--- src/rtl/ram_sp_param_if.sv ---
// Request/response bundle for the single-port RAM with byte enables.
// The master issues requests; the slave (the RAM) returns read data and status.
interface ram_sp_param_if #(
    parameter int DATA_W = 8,
    parameter int ADDR_W = 5
);
    logic                  write_enable;
    logic                  read_enable;
    logic [ADDR_W-1:0]     address;
    logic [DATA_W-1:0]     data_in;
    logic [DATA_W/8-1:0]   byte_en;
    logic [DATA_W-1:0]     data_out;
    logic                  data_valid;
    logic                  busy;
    logic                  err;

    modport master (
        output write_enable,
        output read_enable,
        output address,
        output data_in,
        output byte_en,
        input  data_out,
        input  data_valid,
        input  busy,
        input  err
    );

    modport slave (
        input  write_enable,
        input  read_enable,
        input  address,
        input  data_in,
        input  byte_en,
        output data_out,
        output data_valid,
        output busy,
        output err
    );
endinterface

--- src/rtl/ram_sp_param.sv ---
// Single-port RAM with per-byte write mask, registered read and a post-reset
// clear sequence that fills every word with INIT_VAL before accepting requests.
module ram_sp_param #(
    parameter int                DATA_W   = 8,
    parameter int                ADDR_W   = 5,
    parameter logic [DATA_W-1:0] INIT_VAL = '0
) (
    input  logic          clk,
    input  logic          reset,
    ram_sp_param_if.slave bus
);
    localparam int                NUM_BYTES = DATA_W / 8;
    localparam int                DEPTH     = 1 << ADDR_W;
    localparam logic [ADDR_W-1:0] LAST_ADDR = ADDR_W'(DEPTH - 1);

    if ((DATA_W % 8) != 0) begin : g_bad_width
        $error("ram_sp_param: DATA_W must be a multiple of 8");
    end

    typedef enum logic {
        CLEAR = 1'b0,
        IDLE  = 1'b1
    } state_t;

    state_t              state_reg;
    logic [ADDR_W-1:0]   clr_cnt_reg;
    logic                busy_reg;
    logic                data_valid_reg;
    logic                err_reg;

    logic                    we;
    logic                    re;
    logic [ADDR_W-1:0]       addr;
    logic [DATA_W-1:0]       wdata;
    logic [NUM_BYTES-1:0]    be;
    logic [DATA_W-1:0]       rd_data;

    logic                    clear_we;
    logic                    wr_fire;
    logic                    rd_fire;
    logic                    conflict;

    assign we    = bus.write_enable;
    assign re    = bus.read_enable;
    assign addr  = bus.address;
    assign wdata = bus.data_in;
    assign be    = bus.byte_en;

    // Requests only count in IDLE; a simultaneous read+write is rejected.
    assign clear_we = (state_reg == CLEAR);
    assign wr_fire  = (state_reg == IDLE) && we && !re;
    assign rd_fire  = (state_reg == IDLE) && re && !we;
    assign conflict = (state_reg == IDLE) && we && re;

    always_ff @(posedge clk or posedge reset) begin
        if (reset) begin
            state_reg      <= CLEAR;
            clr_cnt_reg    <= '0;
            busy_reg       <= 1'b1;
            data_valid_reg <= 1'b0;
            err_reg        <= 1'b0;
        end else begin
            data_valid_reg <= 1'b0;
            err_reg        <= 1'b0;
            case (state_reg)
                CLEAR: begin
                    clr_cnt_reg <= clr_cnt_reg + 1'b1;
                    if (clr_cnt_reg == LAST_ADDR) begin
                        state_reg <= IDLE;
                        busy_reg  <= 1'b0;
                    end
                end
                IDLE: begin
                    data_valid_reg <= rd_fire;
                    err_reg        <= conflict;
                end
                default: begin
                    state_reg   <= CLEAR;
                    clr_cnt_reg <= '0;
                    busy_reg    <= 1'b1;
                end
            endcase
        end
    end

    // One narrow array per byte lane keeps the byte mask a plain write enable,
    // so each lane maps onto its own block RAM column.
    for (genvar gi = 0; gi < NUM_BYTES; gi++) begin : g_lane
        logic [7:0] mem_lane [DEPTH];
        logic [7:0] q_reg;

        always_ff @(posedge clk) begin
            if (clear_we) begin
                mem_lane[clr_cnt_reg] <= INIT_VAL[8*gi +: 8];
            end else if (wr_fire && be[gi]) begin
                mem_lane[addr] <= wdata[8*gi +: 8];
            end
        end

        always_ff @(posedge clk or posedge reset) begin
            if (reset) begin
                q_reg <= '0;
            end else if (rd_fire) begin
                q_reg <= mem_lane[addr];
            end
        end

        assign rd_data[8*gi +: 8] = q_reg;
    end

    assign bus.data_out   = rd_data;
    assign bus.data_valid = data_valid_reg;
    assign bus.busy       = busy_reg;
    assign bus.err        = err_reg;

endmodule

--- src/flat_wrapper.sv ---
// flat-port wrapper written by rule: the top's interface ports become plain ports
module ram_sp_param_flat 
#(
    parameter int                DATA_W   = 8,
    parameter int                ADDR_W   = 5,
    parameter logic [DATA_W-1:0] INIT_VAL = '0
)
  (clk, reset, bus_write_enable, bus_read_enable, bus_address, bus_data_in, bus_byte_en, bus_data_out, bus_data_valid, bus_busy, bus_err);
  ram_sp_param_if #(.DATA_W(DATA_W), .ADDR_W(ADDR_W)) bus_i ();
  input  logic clk;
  input  logic reset;
  input wire logic [$bits(bus_i.write_enable)-1:0] bus_write_enable;
  input wire logic [$bits(bus_i.read_enable)-1:0] bus_read_enable;
  input wire logic [$bits(bus_i.address)-1:0] bus_address;
  input wire logic [$bits(bus_i.data_in)-1:0] bus_data_in;
  input wire logic [$bits(bus_i.byte_en)-1:0] bus_byte_en;
  output wire logic [$bits(bus_i.data_out)-1:0] bus_data_out;
  output wire logic [$bits(bus_i.data_valid)-1:0] bus_data_valid;
  output wire logic [$bits(bus_i.busy)-1:0] bus_busy;
  output wire logic [$bits(bus_i.err)-1:0] bus_err;
  assign bus_i.write_enable = bus_write_enable;
  assign bus_i.read_enable = bus_read_enable;
  assign bus_i.address = bus_address;
  assign bus_i.data_in = bus_data_in;
  assign bus_i.byte_en = bus_byte_en;
  assign bus_data_out = bus_i.data_out;
  assign bus_data_valid = bus_i.data_valid;
  assign bus_busy = bus_i.busy;
  assign bus_err = bus_i.err;
  ram_sp_param #(.DATA_W(DATA_W), .ADDR_W(ADDR_W), .INIT_VAL(INIT_VAL)) u_core (.clk(clk), .reset(reset), .bus(bus_i));
endmodule
--- config.mk ---
export PLATFORM = sky130hd
export DESIGN_NAME = ram_sp_param_flat
export DESIGN_NICKNAME = d
export VERILOG_FILES = /design/src/rtl/ram_sp_param_if.sv /design/src/rtl/ram_sp_param.sv /design/src/flat_wrapper.sv
export SDC_FILE = /design/constraint.sdc
export NUM_CORES = 1
export LEC_CHECK = 0
export CORE_ASPECT_RATIO = 1.4
export CORE_UTILIZATION = 61
export CTS_BUF_LIST = sky130_fd_sc_hd__clkbuf_8 sky130_fd_sc_hd__clkbuf_16
export CTS_CLUSTER_SIZE = 40
export DETAILED_ROUTE_END_ITERATION = 8
export GPL_ROUTABILITY_DRIVEN = 0
export PLACE_DENSITY = 0.79
export SYNTH_ARGS = -nofsm -noshare
export SYNTH_HDL_FRONTEND = slang
export SYNTH_SLANG_ARGS = --single-unit
--- constraint.sdc ---
create_clock -name clk -period 2.55 [get_ports clk]
set_clock_uncertainty 0.05 [all_clocks]
set_input_delay 0.51 -clock clk [delete_from_list [all_inputs] [get_ports clk]]
set_output_delay 0.51 -clock clk [all_outputs]
set_load 0.005 [all_outputs]
== Word level (Yosys, flattened, before mapping) ==
Memory sizes are Yosys's and may differ from the RTL's. A register that Yosys moved wholly into a read port is not among the register bits.
Index checks and enable logic that the tools add are counted.
Widths: inputs -> output; s select.

* Flip-flop bits (word level): 9
* RAM bits: 256
* Input port bits: 18
* Output and inout port bits: 11
* Word-level logic and storage cells: 30
* Memories kept: 1

* Add/sub/neg operators: 1
* Equality and inequality tests: 1
* Multiplexer cells: 11
* Bitwise gates (word level): 1
* Reduce and logical (&&, ||, !) cells: 10

{| class="wikitable"
|+ Memories
! name !! words !! bits a word !! rd ports !! clocked after Yosys merged registers in !! write ports !! RTL line !! text
|-
| u_core.g_lane[0].mem_lane || 32 || 8 || 1 || 1 || 1 || ram_sp_param.sv:89 || <nowiki>logic [7:0] mem_lane [DEPTH];</nowiki>
|}

{| class="wikitable"
|+ Operators by type and width
! cell !! number
|-
| $mux 1 || 9
|-
| $mux 8 || 1
|-
| $reduce_or 8->1 || 1
|-
| $logic_and 1x1->1 || 6
|-
| $add 5x1->5 const B || 1
|-
| $eq 5x5->1 const B || 1
|-
| $mux 5 || 1
|-
| $logic_not 1->1 || 2
|-
| $reduce_and 2->1 || 1
|-
| $not 1->1 || 1
|}

== Depth between registers and ports, before layout ==
Gate-level depths: netlist of run 1.

* Depth in word-level cells: 8
* Mapped depth: 8
* Depth with buffers taken out: 5

== Worst setup path before layout of run 1 ==
No wires, ideal clock.

* Kind: input-to-reg
* Start: input bus_address[0]
* End: memory u_core.g_lane[0].mem_lane[10][0], enable pin
* Data arrival time: 1.914 ns
* Data required time: 2.130 ns
* Path slack: 0.216 ns
* Stages on the path: 7
* Cells stage by stage: buf_4 buf_6 buf_8 buf_4 nand2b_1 o32a_1 nor2_1

* Longest elaborated chain between the ends: 1

{| class="wikitable"
|+ RTL lines
! item !! RTL line !! text
|-
| start, declared || flat_wrapper.sv:14 || <nowiki>input wire logic [$bits(bus_i.address)-1:0] bus_address;</nowiki>
|-
| $mux 5 (no source line) || - ||
|-
| end, declared || ram_sp_param.sv:89 ||
|}

No other way between the ends.

==> results.toml, run 1 <==
[run_status]
status = "finished, final reports clean"

[final_layout]
layout_commonest_cell = "edfxtp_1"
syn_to_final_growth_pct = 17.5
drive_gt1_frac = 0.191
final_cell_mix = "256 x edfxtp_1, 129 x mux2i_1, 71 x buf_4, 33 x nor2_1, 32 x a22oi_1"
fin_nets = 762
utilization = 0.739
num-fill-cells = 1000
largest_reg_flops = 256
final_cell_count_no_fill = 995
n_antenna_cell = 0

[pwr]
vdd_drop_max_mv = 0.778
p_sw_frac = 0.212
pwr-share-seq = 0.561
power.switching_mw = 1.86
clock_power_share = 0.375
combPwrFrac = 0.064
p_int_mw = 6.89
power_density_nw_per_um2 = 677
p_total_mw = 8.75
p_leak_nw = 5.18

[synthesis]
yosys_warnings = 0
synth_nets = 656
synth.distinct_cells = 38
netlist_instances = 636
yosys.area.top_type = "edfxtp_1"
yosysSeqAreaShare = 0.738
synth.avg_cell_area_um2 = 17.3
synthesis.area_um2 = 11000
synthTopCellsByArea = "edfxtp_1 70%, mux2i_1 12%, dfrtp_1 3.6%"
synth_seq_cells = 273
synth_top_area_frac = 0.699

[die]
io_pins = 29
fp-row-count = 57
start_util = 0.629
die_height_um = 161
coreArea_um2 = 17500
fp.dieW_um = 115
dieArea_um2 = 18600

[critical_path]
endpoint_kind = "flop"
crit_path_start_kind = "primary input"
critPathRequiredTime_ns = 2.88
cp_top_family = "compound AO/OA/AOI/OAI gates"
worstPathArrival_ns = 2.72
crit_buf_inv = 3
path_class = "in -> reg"
max_stage_delay_ns = 0.65
cpMaxStageDelayCell = "clkdlybuf4s50_1"
cp_max_fo = 14
path_cells = "clkdlybuf4s50_1, nor2b_2, buf_12, buf_4, a22o_1, a221oi_2, o22ai_1, o41ai_1"

[timing]
rsz0062_at_grt = "no"
worstMarginPinSlew_ns = 0.756
setup_ws_ns = 0.160
fmax_mhz = 418
finalCriticalPeriod_ns = 2.39
hold_ws_ns = 0.361
drv_slew = 0
hold_viol = 0
period_share = 0.937
finalSetupViolCount = 0
slew_headroom = 0.495

[clock_network]
path_clk_slew_ns = 0.07
h-tree-depth = 1
ctsHoldBuffers = 0
cts_tree = "yes"
cts_sinks = 273
clk_latency_ns = 0.53
cts_buffers = 23
cts_setup_buffers = 0
ctsResizeCount = 0
cts_buffer_depth = 3
root_buffer = "clkbuf_16"

[routing]
dr.first_iter.drc_count = 687
ant_nets = 0
remaining_drc_errors = 0
vias_per_cell = 6.38
finalWirelength_um = 24700
vias = 6346
wl_per_cell_um = 24.9
dr.pass1.iters = 5

[global_route]
grt_start_max_net_pins = 33
grtUsageMet2 = 0.454
use_met1 = 0.380
busiest_layer = "met2"
grt_pass1_wl_um = 38300
grt_pass1_vias = 6642
antenna_found_initial = 0
use_met3 = 0.0355
globalRoute.totalOverflow = 0
grt_usage = 0.284

[placed_design]
dp.cells = 953
dp.final_hpwl_um = 15900
port_buffers = 28
place_ws_ns = -0.291

[hold_path]
hp-class = "in -> async"

[job]
cap_violations = 0
## synth_stat cells, drive strengths merged
library cell	count
nor2b	3
nand3b	3
edfxtp	256
inv	5
o22ai	8
and2	9
clkbuf	13
buf	22
o32a	2
a221oi	16
or2	2
ha	2
nand3	2
a32oi	2
a22oi	32
a21boi	1
a21oi	16
and3	2
a22o	16
and4b	1
dfrtp	16
mux2i	129
o31ai	1
o21ai	3
nor2	34
nand2	20
o41ai	8
mux2	3
dfstp	1
xnor2	3
nand2b	5
## worst paths after layout
| kind | from | endpoint | slack (ns) | cells after the start |
|---|---|---|---|---|
| min in group clk | u_core.bus.busy | u_core.bus.busy | 0.44 | 1 |
| max in group asynchronous | reset | u_core.bus.data_out[4] | 1.58 | 2 |
| worst max-delay path | bus_address[2] | u_core.bus.data_out[1] | 0.16 | 8 |
| worst min-delay path | reset | u_core.bus.err | 0.36 | 2 |
| worst min register to register | u_core.bus.busy | u_core.bus.busy | 0.44 | 1 |
| worst max register to register | u_core.state_reg | u_core.g_lane[0].mem_lane[29][5] | 0.28 | 5 |
## kinds of logic after synthesis
kind of cell / count (synthesis) / share of synthesized area
flip-flops: 273 / 0.738
multiplexers: 132 / 0.121
AO/OA/AOI/OAI: 105 / 0.0803
AND/OR/NAND/NOR: 81 / 0.0343
buffers and inverters: 40 / 0.0223
XOR/XNOR: 3 / 0.00239
adder cells (fa/ha/maj): 2 / 0.00228
## area by class of cell
type                            instances  area, um^2  area share
Clock buffer                           23         576      0.0445
Inverter                                5        18.8     0.00145
Tap cell                              236         295      0.0229
Clock inverter                         19         119     0.00920
Sequential cell                       273        8110       0.628
Timing Repair Buffer                  116        1150      0.0894
Multi-Input combinational cell        323        2640       0.205
## worst reg2reg max path: stages (launching register included)
cell and delay [ns]:
dfrtp_1 0.36, and4b_1 0.45, nand3_1 0.16, o21ai_0 0.16, nand2_1 0.17, nor2_1 0.53
## per-layer routing
metal | routed length, um | up-vias
li1 | - | 2733
met1 | 9410 | 3157
met2 | 12200 | 373
met3 | 1830 | 83
met4 | 1300 | 0
met5 | 0 | -
## power groups by stage
stage	clock network, mW	logic [mW]	registers, mW
2_1_floorplan	0	0.294	5.00
3_3_place_gp	0	0.533	5.00
3_5_place_dp	0	0.550	5.00
4_1_cts	3.30	0.556	4.90
5_1_grt	3.46	0.589	4.90
6_report	3.28	0.562	4.91
## per-stage QoR
| stage | setup TNS [ns] | instance area (um^2) |
|---|---|---|
| after floorplan | 0 | 11000 |
| after global placement | -20.78 | 12200 |
| after detailed placement | -34.49 | 12200 |
| after CTS | 0 | 12900 |
| after global routing | 0 | 12900 |
| final | 0 | 12900 |
(Power assumes the default switching activity.)
==> run 2: changes to the inputs <==
- CORE_MARGIN: unset -> 5
==> results.toml, run 2 (synthesis results as in run 1) <==
[run_status]
status = "finished, final reports clean"

[die]
io_pins = 29
die_height_um = 169
dieArea_um2 = 20800
fp.dieW_um = 123
fp-row-count = 58
start_util = 0.616
coreArea_um2 = 17900

[critical_path]
r2r_start = "u_core.state_reg"
path_cells = "clkdlybuf4s50_1, and2_1, buf_12, a22o_1, a221oi_2, o22ai_1, o41ai_1"
cp_max_fo = 26
critPathRequiredTime_ns = 2.86
worstPathArrival_ns = 2.73
endpoint_kind = "flop"
cp-startpoint = "bus_address[2]"
crit_path_start_kind = "primary input"
max_stage_delay_ns = 0.53
path_class = "in -> reg"
cpMaxStageDelayCell = "clkdlybuf4s50_1"

[clock_network]
clk_latency_ns = 0.50
root_buffer = "clkbuf_16"
cts_tree = "yes"
path_clk_slew_ns = 0.06
ctsResizeCount = 0
cts_setup_buffers = 0
cts_buffers = 23
ctsHoldBuffers = 0
cts_sinks = 273
cts_buffer_depth = 3
h-tree-depth = 1

[global_route]
grt_usage = 0.240
antenna_found_initial = 0
grt_start_max_net_pins = 33
grt_pass1_wl_um = 37000
grt_pass1_vias = 6406
globalRoute.totalOverflow = 0

[final_layout]
final_cell_count_no_fill = 1002
layout_commonest_cell = "edfxtp_1"
final_cell_mix = "256 x edfxtp_1, 129 x mux2i_1, 76 x buf_4, 33 x nor2_1, 32 x a22oi_1"
largest_reg_flops = 256
fin_nets = 766
n_antenna_cell = 0
utilization = 0.726
syn_to_final_growth_pct = 17.9
drive_gt1_frac = 0.196

[routing]
finalWirelength_um = 24400
vias = 6230
dr.pass1.iters = 5
remaining_drc_errors = 0
vias_per_cell = 6.22
dr.first_iter.drc_count = 701
wl_per_cell_um = 24.3
ant_nets = 0

[pwr]
p_leak_nw = 5.24
vdd_drop_max_mv = 0.764
power_density_nw_per_um2 = 675

[timing]
finalSetupViolCount = 0
worstMarginPinSlew_ns = 0.726
tns_ns = 0
finalCriticalPeriod_ns = 2.42
hold_viol = 0
drv_slew = 0
rsz0062_at_grt = "no"
period_share = 0.949
slew_headroom = 0.516
fmax_mhz = 413

[placed_design]
port_buffers = 28
dp.cells = 961
dp.final_hpwl_um = 16100

[job]
cap_violations = 0

[hold_path]
hp-class = "in -> async"
==> run 2: changes by cell type in the layout (fill, tap and decap cells not counted), sizes merged <==
cell      change
buf           +4
clkbuf        +4
clkinv        -6
clkinvlp      -3
inv           +4
==> run 2: path summary, 6_finish.rpt <==
kind | to | slack [ns] | cells past startpoint
setup / recovery | u_core.bus.data_out[3] | 0.13 | 7
hold / removal | u_core.bus.err | 0.38 | 2
setup reg to reg | u_core.g_lane[0].mem_lane[27][3] | 0.44 | 5
hold reg to reg | u_core.bus.busy | 0.43 | 1
max in group asynchronous | u_core.bus.data_out[0] | 1.61 | 2
min in group clk | u_core.bus.busy | 0.43 | 1
==> run 2: per-layer routing <==
metal  routed length, um  vias to the layer above  global-route usage
li1                    -                     2744                   -
met1                8750                     3045               0.308
met2               12400                      366               0.403
met3                2000                       75              0.0351
met4                1200                        0               0.111
met5                   0                        -                   0
==> run 2: worst max-delay path, delay by kind of cell <==
family / cells / cell delay, ns
compound gates: 4 / 1.15
simple gates: 1 / 0.31
buf+inv: 2 / 0.75
==> run 2: stage by stage <==
| step | cell area (um^2) | total power [mW] | hold WS [ns] | setup WS (ns) |
|---|---|---|---|---|
| 3_5_place_dp | 12200 | 5.55 | 0.425 | -0.317 |
| 4_1_cts | 13000 | 8.77 | 0.386 | 0.158 |
| 2_1_floorplan | 11000 | 5.29 | 0.385 | 0.216 |
| 3_3_place_gp | 12200 | 5.53 | 0.424 | -0.256 |
| 6_report | 13000 | 8.75 | 0.379 | 0.131 |
| 5_1_grt | 13000 | 9.01 | 0.431 | 0.0358 |
==> run 2: final cells by class <==
class | instances | area (um^2)
Clock inverter | 14 | 83.8
Timing Repair Buffer | 120 | 1170
Inverter | 5 | 18.8
Multi-Input combinational cell | 323 | 2640
Clock buffer | 27 | 631
Fill cell | 1087 | 4890
Sequential cell | 273 | 8110
Tap cell | 240 | 300
==> run 2: report_power, final <==
| part | switching, mW | internal [mW] | leakage [nW] |
|---|---|---|---|
| logic | 0.300 | 0.260 | 1.77 |
| clock network | 1.43 | 1.85 | 0.390 |
| registers | 0.0205 | 4.88 | 3.09 |
==> variant: new RTL, settings of run 2 <==
`ADDR_W` is set to 5 in 3 places; all go to 4.
--- a/src/rtl/ram_sp_param_if.sv
+++ b/src/rtl/ram_sp_param_if.sv
@@ -2,7 +2,7 @@
 // The master issues requests; the slave (the RAM) returns read data and status.
 interface ram_sp_param_if #(
     parameter int DATA_W = 8,
-    parameter int ADDR_W = 5
+    parameter int ADDR_W = 4
 );
     logic                  write_enable;
     logic                  read_enable;
--- a/src/rtl/ram_sp_param.sv
+++ b/src/rtl/ram_sp_param.sv
@@ -2,7 +2,7 @@
 // clear sequence that fills every word with INIT_VAL before accepting requests.
 module ram_sp_param #(
     parameter int                DATA_W   = 8,
-    parameter int                ADDR_W   = 5,
+    parameter int                ADDR_W   = 4,
     parameter logic [DATA_W-1:0] INIT_VAL = '0
 ) (
     input  logic          clk,
--- a/src/flat_wrapper.sv
+++ b/src/flat_wrapper.sv
@@ -2,7 +2,7 @@
 module ram_sp_param_flat 
 #(
     parameter int                DATA_W   = 8,
-    parameter int                ADDR_W   = 5,
+    parameter int                ADDR_W   = 4,
     parameter logic [DATA_W-1:0] INIT_VAL = '0
 )
   (clk, reset, bus_write_enable, bus_read_enable, bus_address, bus_data_in, bus_byte_en, bus_data_out, bus_data_valid, bus_busy, bus_err);
Ports: changed (resized bus_address); port bits go from 29 to 28. The function was not compared with the original's and may differ.
==> variant against run 2 <==
Maximum frequency increased by 7.4%; synthesized cell count decreased by 55%; routed wire length decreased by 48%; critical path depth decreased by 1; cell area decreased by 46%; synthesized area decreased by 48%; setup slack improved by 0.17 ns; sequential cell count decreased by 129; total power decreased by 36%.
==> variant: results <==
metrics = {
    "worst_setup_path": {
        "critPathArrivalTime_ns": 2.50,
        "worst_path_dominant_cell_family": "multiplexers",
        "slowest_stage": "mux4_1",
        "cp_max_fo": 19,
    },
    "route": {
        "dr_wl_met2_um": 6660,
        "drtPass1Iterations": 7,
        "drtIter0Drc": 326,
        "wl_met1_um": 4710,
        "wl_per_cell_um": 26.2,
        "route.final.wire_length_um": 12600,
        "wl_met3_um": 860,
        "vias": 3091,
    },
    "outcome": {
        "status": "finished, final reports clean",
    },
    "place": {
        "dp_cells": 448,
        "dp_slack_ns": 0.00718,
        "port-buffer-count": 27,
        "place_area_mm2": 0.00637,
        "hpwl_um": 7570,
    },
    "global_route": {
        "use_met3": 0.0580,
        "first_global_vias": 3305,
        "use_met1": 0.294,
        "grt_max_degree": 35,
        "grt_use_met2": 0.396,
        "grt_usage": 0.238,
        "grt_pass1_wl_um": 19400,
    },
    "finish": {
        "nets": 375,
        "largest_reg_flops": 128,
        "drive_above_1_share": 0.257,
        "antenna_cells": 0,
        "syn2layout_area_growth_pct": 22.6,
    },
    "cts": {
        "worstSkewPairLatency_ns": 0.42,
        "clock-root-buffer": "clkbuf_16",
        "ctsHtreeMaxLevel": 4,
        "clock_path_buffers": 2,
        "cts_made_buffers": 17,
    },
    "logic_synthesis": {
        "avgSynthCellArea_um2": 20.0,
        "synth_seq_area_share": 0.740,
        "synth-edff-count": 128,
        "synthTopCellsByArea": "edfxtp_1 67%, mux4_2 8.2%, dfrtp_1 6.5%",
        "synth_warnings": 0,
        "async_flop_share": 0.111,
        "syn_nets": 305,
        "synthTopCellsByCount": "128 x edfxtp_1, 21 x mux4_2, 19 x mux2i_1, 19 x nor2_1, 15 x dfrtp_1",
        "yosysMostFrequentCell": "edfxtp_1",
    },
    "pwr": {
        "p_leak_nw": 2.85,
        "ir_drop_uv": 739,
    },
    "floorplanning": {
        "initial_core_util": 0.614,
    },
    "min_path": {
        "hp-class": "reg2reg",
    },
    "sta": {
        "max_slew.worst_pin.slew_ns": 0.658,
    },
}
## variant: changes by cell type after synthesis, moves of 7 or more
| cell | change |
|---|---|
| a21o_1 | +7 |
| a21oi_1 | -13 |
| a221oi_2 | -14 |
| a22o_1 | -16 |
| a22oi_1 | -31 |
| clkbuf_1 | -11 |
| edfxtp_1 | -128 |
| mux2i_1 | -110 |
| mux4_1 | +9 |
| mux4_2 | +21 |
| nand2_1 | -18 |
| nor2_1 | -15 |
| o41ai_1 | -7 |
## variant: cell type report
class | instances | area [um2]
Tap cell | 110 | 138
Fill cell | 518 | 2320
Inverter | 6 | 22.5
Timing Repair Buffer | 64 | 593
Multi-Input combinational cell | 124 | 1370
Clock inverter | 15 | 243
Clock buffer | 17 | 425
Sequential cell | 144 | 4250
## variant: kinds of logic (layout without fill, tap and decap cells)
family | count (synthesis) | in the layout | synth area share
flip-flops | 144 | 144 | 0.740
multiplexers | 50 | 50 | 0.159
AND/OR/NAND/NOR | 42 | 42 | 0.0390
AO/OA/AOI/OAI | 28 | 28 | 0.0340
buffers and inverters | 19 | 102 | 0.0220
XOR/XNOR | 3 | 3 | 0.00458
adder cells (fa/ha/maj) | 1 | 1 | 0.00218
## variant: final timing paths
check                            startpoint                          endpoint  slack, ns  depth (start not counted)
max in group asynchronous             reset             u_core.clr_cnt_reg[2]       1.57                          2
min                         u_core.bus.busy                   u_core.bus.busy       0.39                          2
min reg2reg                 u_core.bus.busy                   u_core.bus.busy       0.39                          2
max                          bus_address[0]            u_core.bus.data_out[2]       0.30                          6
max reg2reg                u_core.state_reg  u_core.g_lane[0].mem_lane[13][5]       0.47                          6
min in group asynchronous             reset             u_core.bus.data_valid       0.44                          2
## variant: power by group
part | internal, mW | switching (mW)
combinational | 0.112 | 0.108
clock | 1.83 | 0.935
sequential | 2.57 | 0.0103
